**src/rtl/fnd_controller.sv**
```systemverilog
// 4-digit common-anode FND driver: sequential double-dabble BCD plus digit scan.
// Optional FND_LZ_BLANK_EN blanks leading-zero digits.
module fnd_controller #(
  parameter int          SCAN_DIV = 100_000,
  parameter logic [13:0] MAX_VAL  = 14'd9999
) (
  input  logic        clk,
  input  logic        reset,
  input  logic [13:0] count,
  output logic [3:0]  fnd_com,
  output logic [7:0]  fnd_data,
  output logic        conv_busy
);

  localparam int DW = (SCAN_DIV > 2) ? $clog2(SCAN_DIV) : 1;

  typedef enum logic [1:0] {
    IDLE,
    SHIFT,
    DONE
  } state_t;

  state_t        state_q, state_d;
  logic [13:0]   samp_q, samp_d;
  logic [29:0]   sr_q, sr_d;
  logic [3:0]    it_q, it_d;
  logic [15:0]   disp_q, disp_d;
  logic          busy_q, busy_d;
  logic [DW-1:0] div_q, div_d;
  logic [1:0]    sel_q, sel_d;
  logic [3:0]    com_q, com_d;
  logic [7:0]    data_q, data_d;

  logic [13:0]   sat;
  logic [15:0]   adj;
  logic          scan_tick;
  logic [3:0]    dig;
  logic [3:0]    lz;

  function automatic logic [7:0] seg(input logic [3:0] d);
    logic [7:0] s;
    unique case (d)
      4'd0:    s = 8'hC0;
      4'd1:    s = 8'hF9;
      4'd2:    s = 8'hA4;
      4'd3:    s = 8'hB0;
      4'd4:    s = 8'h99;
      4'd5:    s = 8'h92;
      4'd6:    s = 8'h82;
      4'd7:    s = 8'hF8;
      4'd8:    s = 8'h80;
      4'd9:    s = 8'h90;
      default: s = 8'hFF;
    endcase
    return s;
  endfunction

  assign sat = (count > MAX_VAL) ? MAX_VAL : count;

  // add-3 correction on the BCD half before each shift
  always_comb begin
    adj = sr_q[29:14];
    for (int i = 0; i < 4; i++) begin
      if (sr_q[14+4*i +: 4] >= 4'd5) begin
        adj[4*i +: 4] = sr_q[14+4*i +: 4] + 4'd3;
      end
    end
  end

  always_comb begin
    state_d = state_q;
    samp_d  = samp_q;
    sr_d    = sr_q;
    it_d    = it_q;
    disp_d  = disp_q;
    busy_d  = busy_q;
    unique case (state_q)
      IDLE: begin
        if (sat != samp_q) begin
          samp_d  = sat;
          sr_d    = {16'd0, sat};
          it_d    = 4'd0;
          busy_d  = 1'b1;
          state_d = SHIFT;
        end
      end
      SHIFT: begin
        sr_d = {adj[14:0], sr_q[13:0], 1'b0};
        it_d = it_q + 4'd1;
        if (it_q == 4'd13) begin
          state_d = DONE;
        end
      end
      DONE: begin
        disp_d  = sr_q[29:14];
        busy_d  = 1'b0;
        state_d = IDLE;
      end
      default: begin
        busy_d  = 1'b0;
        state_d = IDLE;
      end
    endcase
  end

  assign scan_tick = (div_q == DW'(SCAN_DIV - 1));

  always_comb begin
    div_d = scan_tick ? '0 : div_q + 1'b1;
    sel_d = scan_tick ? sel_q + 2'd1 : sel_q;
  end

`ifdef FND_LZ_BLANK_EN
  always_comb begin
    lz[3] = (disp_q[15:12] == 4'd0);
    lz[2] = lz[3] && (disp_q[11:8] == 4'd0);
    lz[1] = lz[2] && (disp_q[7:4] == 4'd0);
    lz[0] = 1'b0;
  end
`else
  assign lz = 4'b0000;
`endif

  always_comb begin
    unique case (sel_q)
      2'd0:    dig = disp_q[3:0];
      2'd1:    dig = disp_q[7:4];
      2'd2:    dig = disp_q[11:8];
      default: dig = disp_q[15:12];
    endcase
    com_d  = ~(4'b0001 << sel_q);
    data_d = lz[sel_q] ? 8'hFF : seg(dig);
  end

  always_ff @(posedge clk or posedge reset) begin
    if (reset) begin
      state_q <= IDLE;
      samp_q  <= '0;
      sr_q    <= '0;
      it_q    <= '0;
      disp_q  <= '0;
      busy_q  <= 1'b0;
      div_q   <= '0;
      sel_q   <= '0;
      com_q   <= 4'b1111;
      data_q  <= 8'hFF;
    end else begin
      state_q <= state_d;
      samp_q  <= samp_d;
      sr_q    <= sr_d;
      it_q    <= it_d;
      disp_q  <= disp_d;
      busy_q  <= busy_d;
      div_q   <= div_d;
      sel_q   <= sel_d;
      com_q   <= com_d;
      data_q  <= data_d;
    end
  end

  assign fnd_com   = com_q;
  assign fnd_data  = data_q;
  assign conv_busy = busy_q;

endmodule

```
**config.mk**
```make
export PLATFORM = sky130hd
export DESIGN_NAME = fnd_controller
export DESIGN_NICKNAME = d
export VERILOG_FILES = /design/src/rtl/fnd_controller.sv
export SDC_FILE = /design/constraint.sdc
export NUM_CORES = 1
export LEC_CHECK = 0
export CAP_MARGIN = 20
export CORE_MARGIN = 2
export CORE_UTILIZATION = 62
export CTS_BUF_LIST = sky130_fd_sc_hd__clkbuf_4 sky130_fd_sc_hd__clkbuf_8
export DETAILED_ROUTE_END_ITERATION = 6
export GPL_ROUTABILITY_DRIVEN = 0
export PLACE_DENSITY = 0.8
export SYNTH_ARGS = -nofsm -noshare
export SYNTH_HDL_FRONTEND = slang
export SYNTH_SLANG_ARGS = --single-unit
export TNS_END_PERCENT = 50
```
**constraint.sdc**
```tcl
create_clock -name clk -period 4.4 [get_ports clk]
set_input_delay 1.1 -clock clk [delete_from_list [all_inputs] [get_ports clk]]
set_output_delay 1.1 -clock clk [all_outputs]
set_load 0.02 [all_outputs]
```
==> run_results.csv, run 1 <==
group,metric,value,unit
synthesis,synth_enable_flop_cells,0,
sta,setup_viol,0,
synthesis,syn_avg_cell_area,9.80,µm²
cells_and_area,diodes,0,
detailed_routing,routed_wirelength,9.67,mm
placement,dp_hpwl,6.97,mm
synthesis,ys_types,56,
power,p_leak,2.43,nW
clocking,clock_path_buffers,2,
detailed_routing,antenna_left,0,
setup_path,ff2ff_setup_slack,1.76,ns
grt,grt_pass1_vias,3651,
floorplanning,die_y,93.1,µm
sta,fmax,284,MHz
setup_path,crit_path_end_kind,"flop",
placement,port_buffers,27,
cells_and_area,layout-drive-gt1-share,0.102,
sta,fin_crit,3.52,ns
grt,grt_max_degree,49,
clocking,clock_sinks,97,
sta,finalCritPeriodShare,0.801,
synthesis,ys_ff_latch,97,
sta,fin_setup_tns,0,ns
sta,hold_viol,0,
clocking,cts_buffers,9,
run_status,status,"finished, final reports clean",
run,max-cap-violations,0,
grt,overflow,0,
setup_path,critPathRequiredTime,4.64,ns
cells_and_area,fin_nets,563,
floorplanning,core,0.00769,mm²
synthesis,synth_top_area_cell,"dfrtp_1",
sta,slew_violations,0,
clocking,clock-root-buffer,"clkbuf_8",
setup_path,critPathLaunchType,"primary input",
setup_path,crit_slowest_cell,"clkdlybuf4s50_1",
sta,skew,0.00919,ns
sta,max_slew.worst_pin.slew,0.867,ns
setup_path,crit_arrival,3.77,ns
synthesis,syn_inst,502,
setup_path,crit_buf_inv,2,
detailed_routing,drcViolationCount,0,
synthesis,syn_nets,539,
synthesis,yosys.area.top_type_share,0.438,
floorplanning,initial_core_util,0.640,
floorplanning,pin_count,29,
power,ir_drop,0.292,mV
detailed_routing,num_vias,3702,
detailed_routing,initialDrtViolationCount,175,
cells_and_area,syn_to_final_growth,10.7,%
floorplanning,rows,32,
detailed_routing,vias_per_cell,5.85,
power,powerDensity,586,mW/mm²
clocking,clock_latency,0.35,ns
synthesis,seq_area_frac_synth,0.496,
synthesis,async_reset_ff_frac,1.00,
cells_and_area,area.sequential,0.00244,mm²
cells_and_area,num-fill-cells,589,
clocking,clkTransAtPathRegs,0.09,ns
clocking,post_cts_buffers,0,
cells_and_area,final_area,0.00544,mm²
clocking,cts_resized,0,
clocking,cts_tree,"yes",
setup_path,cp_top_family,"compound AO/OA/AOI/OAI gates",
detailed_routing,wl_per_cell,15.3,µm
setup_path,crit_top_cell,"nand4_2",
synthesis,ys_top_cells_by_area,"dfrtp_1 (44%), dfstp_2 (5.9%), ha_1 (5.3%), o21ai_0 (4.7%), nand2_1 (4.6%)",
synthesis,synth_flop_cell,"dfrtp_1",
sta,slew_headroom,0.422,
synthesis,syn-cell-area,0.00492,mm²
synthesis,yosysWarnings,0,
setup_path,crit_path_cell_trace,"clkdlybuf4s50_1 -> nand4_2 -> a211o_1 -> o21ai_1 -> nand4_2 -> o31a_1 -> buf_4 -> a221o_1",
setup_path,path_class,"primary input to flop",
floorplanning,dieWidth,93.1,µm
grt,antenna_found_initial,0,
detailed_routing,drt-pass1-iter-count,5,
clocking,cts_hold_repair.buffers,0,
grt,grt_usage,0.245,
setup_path,critPathMaxStageDelay,0.70,ns
worst_hold_path,holdCritPathClass,"flop to flop",
cells_and_area,multi_input_area,0.00224,mm²
floorplanning,die_area,0.00866,mm²
placement,dpl_cell_area,0.00525,mm²
setup_path,crit_path_max_fanout,12,
sta,grt_setup_unrepaired,"no",
clocking,h-tree-depth,3,
grt,grt_pass1_wl,16.8,mm
==> layout make-up <==
cell class	count	area share
multi-input combinational	352	0.411
clock buffer	12	0.0303
inverter	32	0.0225
clock inverter	4	0.00483
sequential	97	0.448
timing repair buffer	34	0.0593
tap	102	0.0234
==> worst paths after layout <==
kind                       cells past startpoint           to  startpoint
setup / recovery                               8     sr_q[11]   count[13]
hold / removal                                 2    disp_q[1]   disp_q[1]
setup reg to reg                               7    div_q[10]   div_q[12]
hold reg to reg                                2    disp_q[1]   disp_q[1]
max in group asynchronous                      3  fnd_data[3]       reset
min in group asynchronous                      2    div_q[12]       reset
==> logic make-up after synthesis <==
kind of cell,after synthesis,synth area share
compound gates,114,0.150
other cells,1,0.000763
flops,97,0.496
simple gates,177,0.175
mux,13,0.0293
fa+ha+maj,21,0.0534
xor+xnor,26,0.0463
buf+inv,53,0.0483
==> Yosys cell counts (11+ instances only) <==
master / count
dfrtp_1: 86
nand2_1: 60
o21ai_0: 46
nor2_1: 36
nand3_1: 35
inv_1: 31
ha_1: 21
a21oi_1: 18
xnor2_1: 14
clkbuf_1: 12
xor2_1: 12
dfstp_2: 11
o21ai_1: 11
==> state kept, by name, summed over array words and instances (netlist names) <==
signal and flops:
div_q 17, disp_q 16, it_q 4, fnd_com 4
fnd_data 7, state_q 2, sr_q 30, conv_busy 1
sel_q 2, samp_q 14
==> per-layer routing <==
layer  share of wire  GRT usage
met1            0.44      0.314
met5               0          0
met3           0.038     0.0355
met2            0.50      0.422
met4           0.016     0.0944
==> cells in the final DEF, fill, tap and decap left out, drive strengths merged, types with 3 or more instances in the layout <==
cell,n
clkdlybuf4s50,27
mux2,8
dfstp,11
a222oi,5
clkinv,4
xor2,12
clkbuf,12
o21ai,61
a31oi,4
o31ai,3
o41ai,3
nand3,35
nand4,5
nor2b,7
and3,4
xnor2,14
nor3,8
mux2i,5
nand2b,7
ha,21
dfrtp,86
o22ai,3
buf,7
inv,31
a21oi,18
nand2,60
nor4,8
nor2,36
==> worst min-delay path, stage by stage (launching register included) <==
cell,delay [ns]
dfrtp_1,0.35
nand2_1,0.05
o21ai_0,0.06
==> through the flow <==
stage          total power, mW  cells  setup slack (ns)  utilization  hold slack [ns]
6_report                  3.19    633             0.877        0.708            0.486
2_1_floorplan             2.32    502             0.784            -            0.445
4_1_cts                   3.20    633             0.924        0.708            0.489
3_5_place_dp              2.64    617             0.537        0.683            0.469
5_1_grt                   3.45    633             0.686        0.708            0.505
3_3_place_gp              2.58    617             0.647        0.683            0.463
==> power by group <==
part	total, mW	switching [mW]	internal [mW]
Sequential	1.44	0.227	1.21
Combinational	1.20	0.682	0.513
Clock	0.555	0.303	0.251
Total	3.19	1.21	1.98
Note: power is estimated with default switching activity, not from simulation.
==> inputs of run 2 (changes only) <==
Clock period 4.4 ns to 3.7 ns, I/O delays scaled along.
==> run 2 against run 1 <==
Clock-buffer cell count unchanged. Register-to-register slack lost 0.68 ns. Via count up 1.4%. Final cell count rose by 0.32%. Utilization is 0.52 points higher. Clock power is 28% higher. Die area unchanged. Non-clock buffer count rose by 2. Global-route usage fell by 0.29 points. First-iteration DRC count grew 27%. Critical endpoint is now sr_q[12]. Largest power group unchanged.
==> run_results.csv, run 2 (synthesis results as in run 1) <==
group,metric,value,unit
setup_path,crit_arrival,3.45,ns
setup_path,critPathLaunchType,"primary input",
sta,slew_violations,0,
floorplanning,die_y,93.1,µm
run_status,status,"finished, final reports clean",
power,ir_drop,0.351,mV
floorplanning,die_area,0.00866,mm²
detailed_routing,num_vias,3755,
setup_path,critPathRequiredTime,3.96,ns
clocking,clock_latency,0.36,ns
cells_and_area,fin_nets,565,
cells_and_area,regMostFlops,"sr_q",
setup_path,r2r_start,"div_q[12]",
setup_path,ff2ff_setup_slack,1.08,ns
placement,port_buffers,27,
clocking,h-tree-depth,3,
cells_and_area,final_common_cell,"dfrtp_1",
floorplanning,core,0.00769,mm²
placement,dp_hpwl,6.91,mm
setup_path,crit_top_cell,"nand4_2",
power,powerDensity,706,mW/mm²
cells_and_area,layout-drive-gt1-share,0.105,
cells_and_area,final_cell_mix,"dfrtp_1 (86), nand2_1 (60), o21ai_0 (46), nor2_1 (36), nand3_1 (35)",
floorplanning,initial_core_util,0.640,
setup_path,crit_path_end_kind,"flop",
setup_path,crit_path_cell_trace,"clkdlybuf4s50_1 -> nand4_2 -> a211o_1 -> o21ai_1 -> nand4_2 -> o31ai_4 -> buf_4 -> nor2_1 -> a221o_1",
cells_and_area,largest_reg_flops,30,
setup_path,reg2reg_depth,7,
sta,finalCritPeriodShare,0.862,
worst_hold_path,hold_end,"div_q[4]",
detailed_routing,drt-pass1-iter-count,5,
clocking,cts_hold_repair.buffers,0,
sta,slew_headroom,0.299,
grt,grt_max_degree,52,
clocking,cts_resized,0,
floorplanning,rows,32,
floorplanning,pin_count,29,
sta,fin_crit,3.19,ns
clocking,cts_tree,"yes",
clocking,cts_buffers,9,
sta,fin_setup_tns,0,ns
setup_path,rr_endpoint,"div_q[10]",
sta,fmax,313,MHz
detailed_routing,wl_per_cell,15.4,µm
power,p_leak,2.45,nW
cells_and_area,reg.largest.list,"sr_q: 30 flops, div_q: 17 flops, disp_q: 16 flops",
sta,holdWs,0.480,ns
clocking,clock_sinks,97,
sta,grt_setup_unrepaired,"no",
detailed_routing,vias_per_cell,5.91,
detailed_routing,routed_wirelength,9.76,mm
detailed_routing,drcViolationCount,0,
cells_and_area,syn_to_final_growth,11.5,%
sta,max_slew.worst_pin.slew,1.05,ns
floorplanning,dieWidth,93.1,µm
grt,grt_pass1_wl,16.6,mm
grt,grt_pass1_vias,3738,
sta,setup_viol,0,
sta,skew,0.0111,ns
detailed_routing,antenna_left,0,
clocking,clock_path_buffers,2,
clocking,post_cts_buffers,0,
grt,antenna_found_initial,0,
clocking,clkTransAtPathRegs,0.09,ns
setup_path,path_class,"primary input to flop",
cells_and_area,diodes,0,
detailed_routing,initialDrtViolationCount,223,
setup_path,crit_slowest_cell,"clkdlybuf4s50_1",
grt,grt_usage,0.242,
setup_path,crit_path_max_fanout,16,
worst_hold_path,hp-start,"div_q[4]",
setup_path,critPathMaxStageDelay,0.71,ns
run,max-cap-violations,0,
grt,overflow,0,
worst_hold_path,hold_depth,1,
sta,hold_viol,0,
worst_hold_path,holdCritPathClass,"flop to flop",
clocking,clock-root-buffer,"clkbuf_8",
## run 2: cell count changes in the layout (fill, tap and decap cells not counted), sizes merged
cell    before  now
inv         31   32
clkinv       4    2
buf          7    9
bufinv       0    1
## run 2: layer usage
metal | vias up | GRT usage | routed length [µm]
met5 | - | 0 | 0
met4 | 0 | 0.105 | 256
met2 | 99 | 0.415 | 4890
li1 | 1801 | - | -
met1 | 1830 | 0.303 | 4230
met3 | 25 | 0.0403 | 379
## run 2: worst max-delay path by stage
stage / to / cells past startpoint / slack (ns) / from
6_report: sr_q[12] / 9 / 0.51 / count[13]
5_1_grt: sr_q[12] / 9 / 0.34 / count[13]
4_1_cts: sr_q[12] / 9 / 0.52 / count[13]
3_5_place_dp: sr_q[12] / 9 / 0.13 / count[13]
3_3_place_gp: sr_q[12] / 9 / 0.20 / count[13]
2_1_floorplan: conv_busy / 1 / 0.26 / reset
## run 2: through the flow
step / util / power [mW] / area [µm²] / cells / setup slack, ns
finish: 0.713 / 3.87 / 5480 / 635 / 0.510
global route: 0.713 / 4.15 / 5480 / 635 / 0.335
CTS: 0.713 / 3.88 / 5480 / 635 / 0.515
detailed placement: 0.687 / 3.16 / 5280 / 619 / 0.130
global placement: 0.687 / 3.09 / 5280 / 619 / 0.203
floorplan: - / 2.75 / 4920 / 502 / 0.259
## run 2: power by group
part	switching [mW]	internal [mW]
combinational	0.826	0.625
sequential	0.272	1.44
clock	0.362	0.348
## run 2: cell type report
class / instances / area, µm²
sequential: 97 / 2440
multi-input combinational: 352 / 2240
fill: 587 / 2200
timing repair buffer: 36 / 350
clock buffer: 12 / 153
tap: 102 / 128
inverter: 32 / 123
clock inverter: 4 / 51.3
## run 2: critical path: cells and delay by family
family          cells  cell delay (ns)
compound gates      4             1.04
buf+inv             2             0.97
simple gates        3             0.51
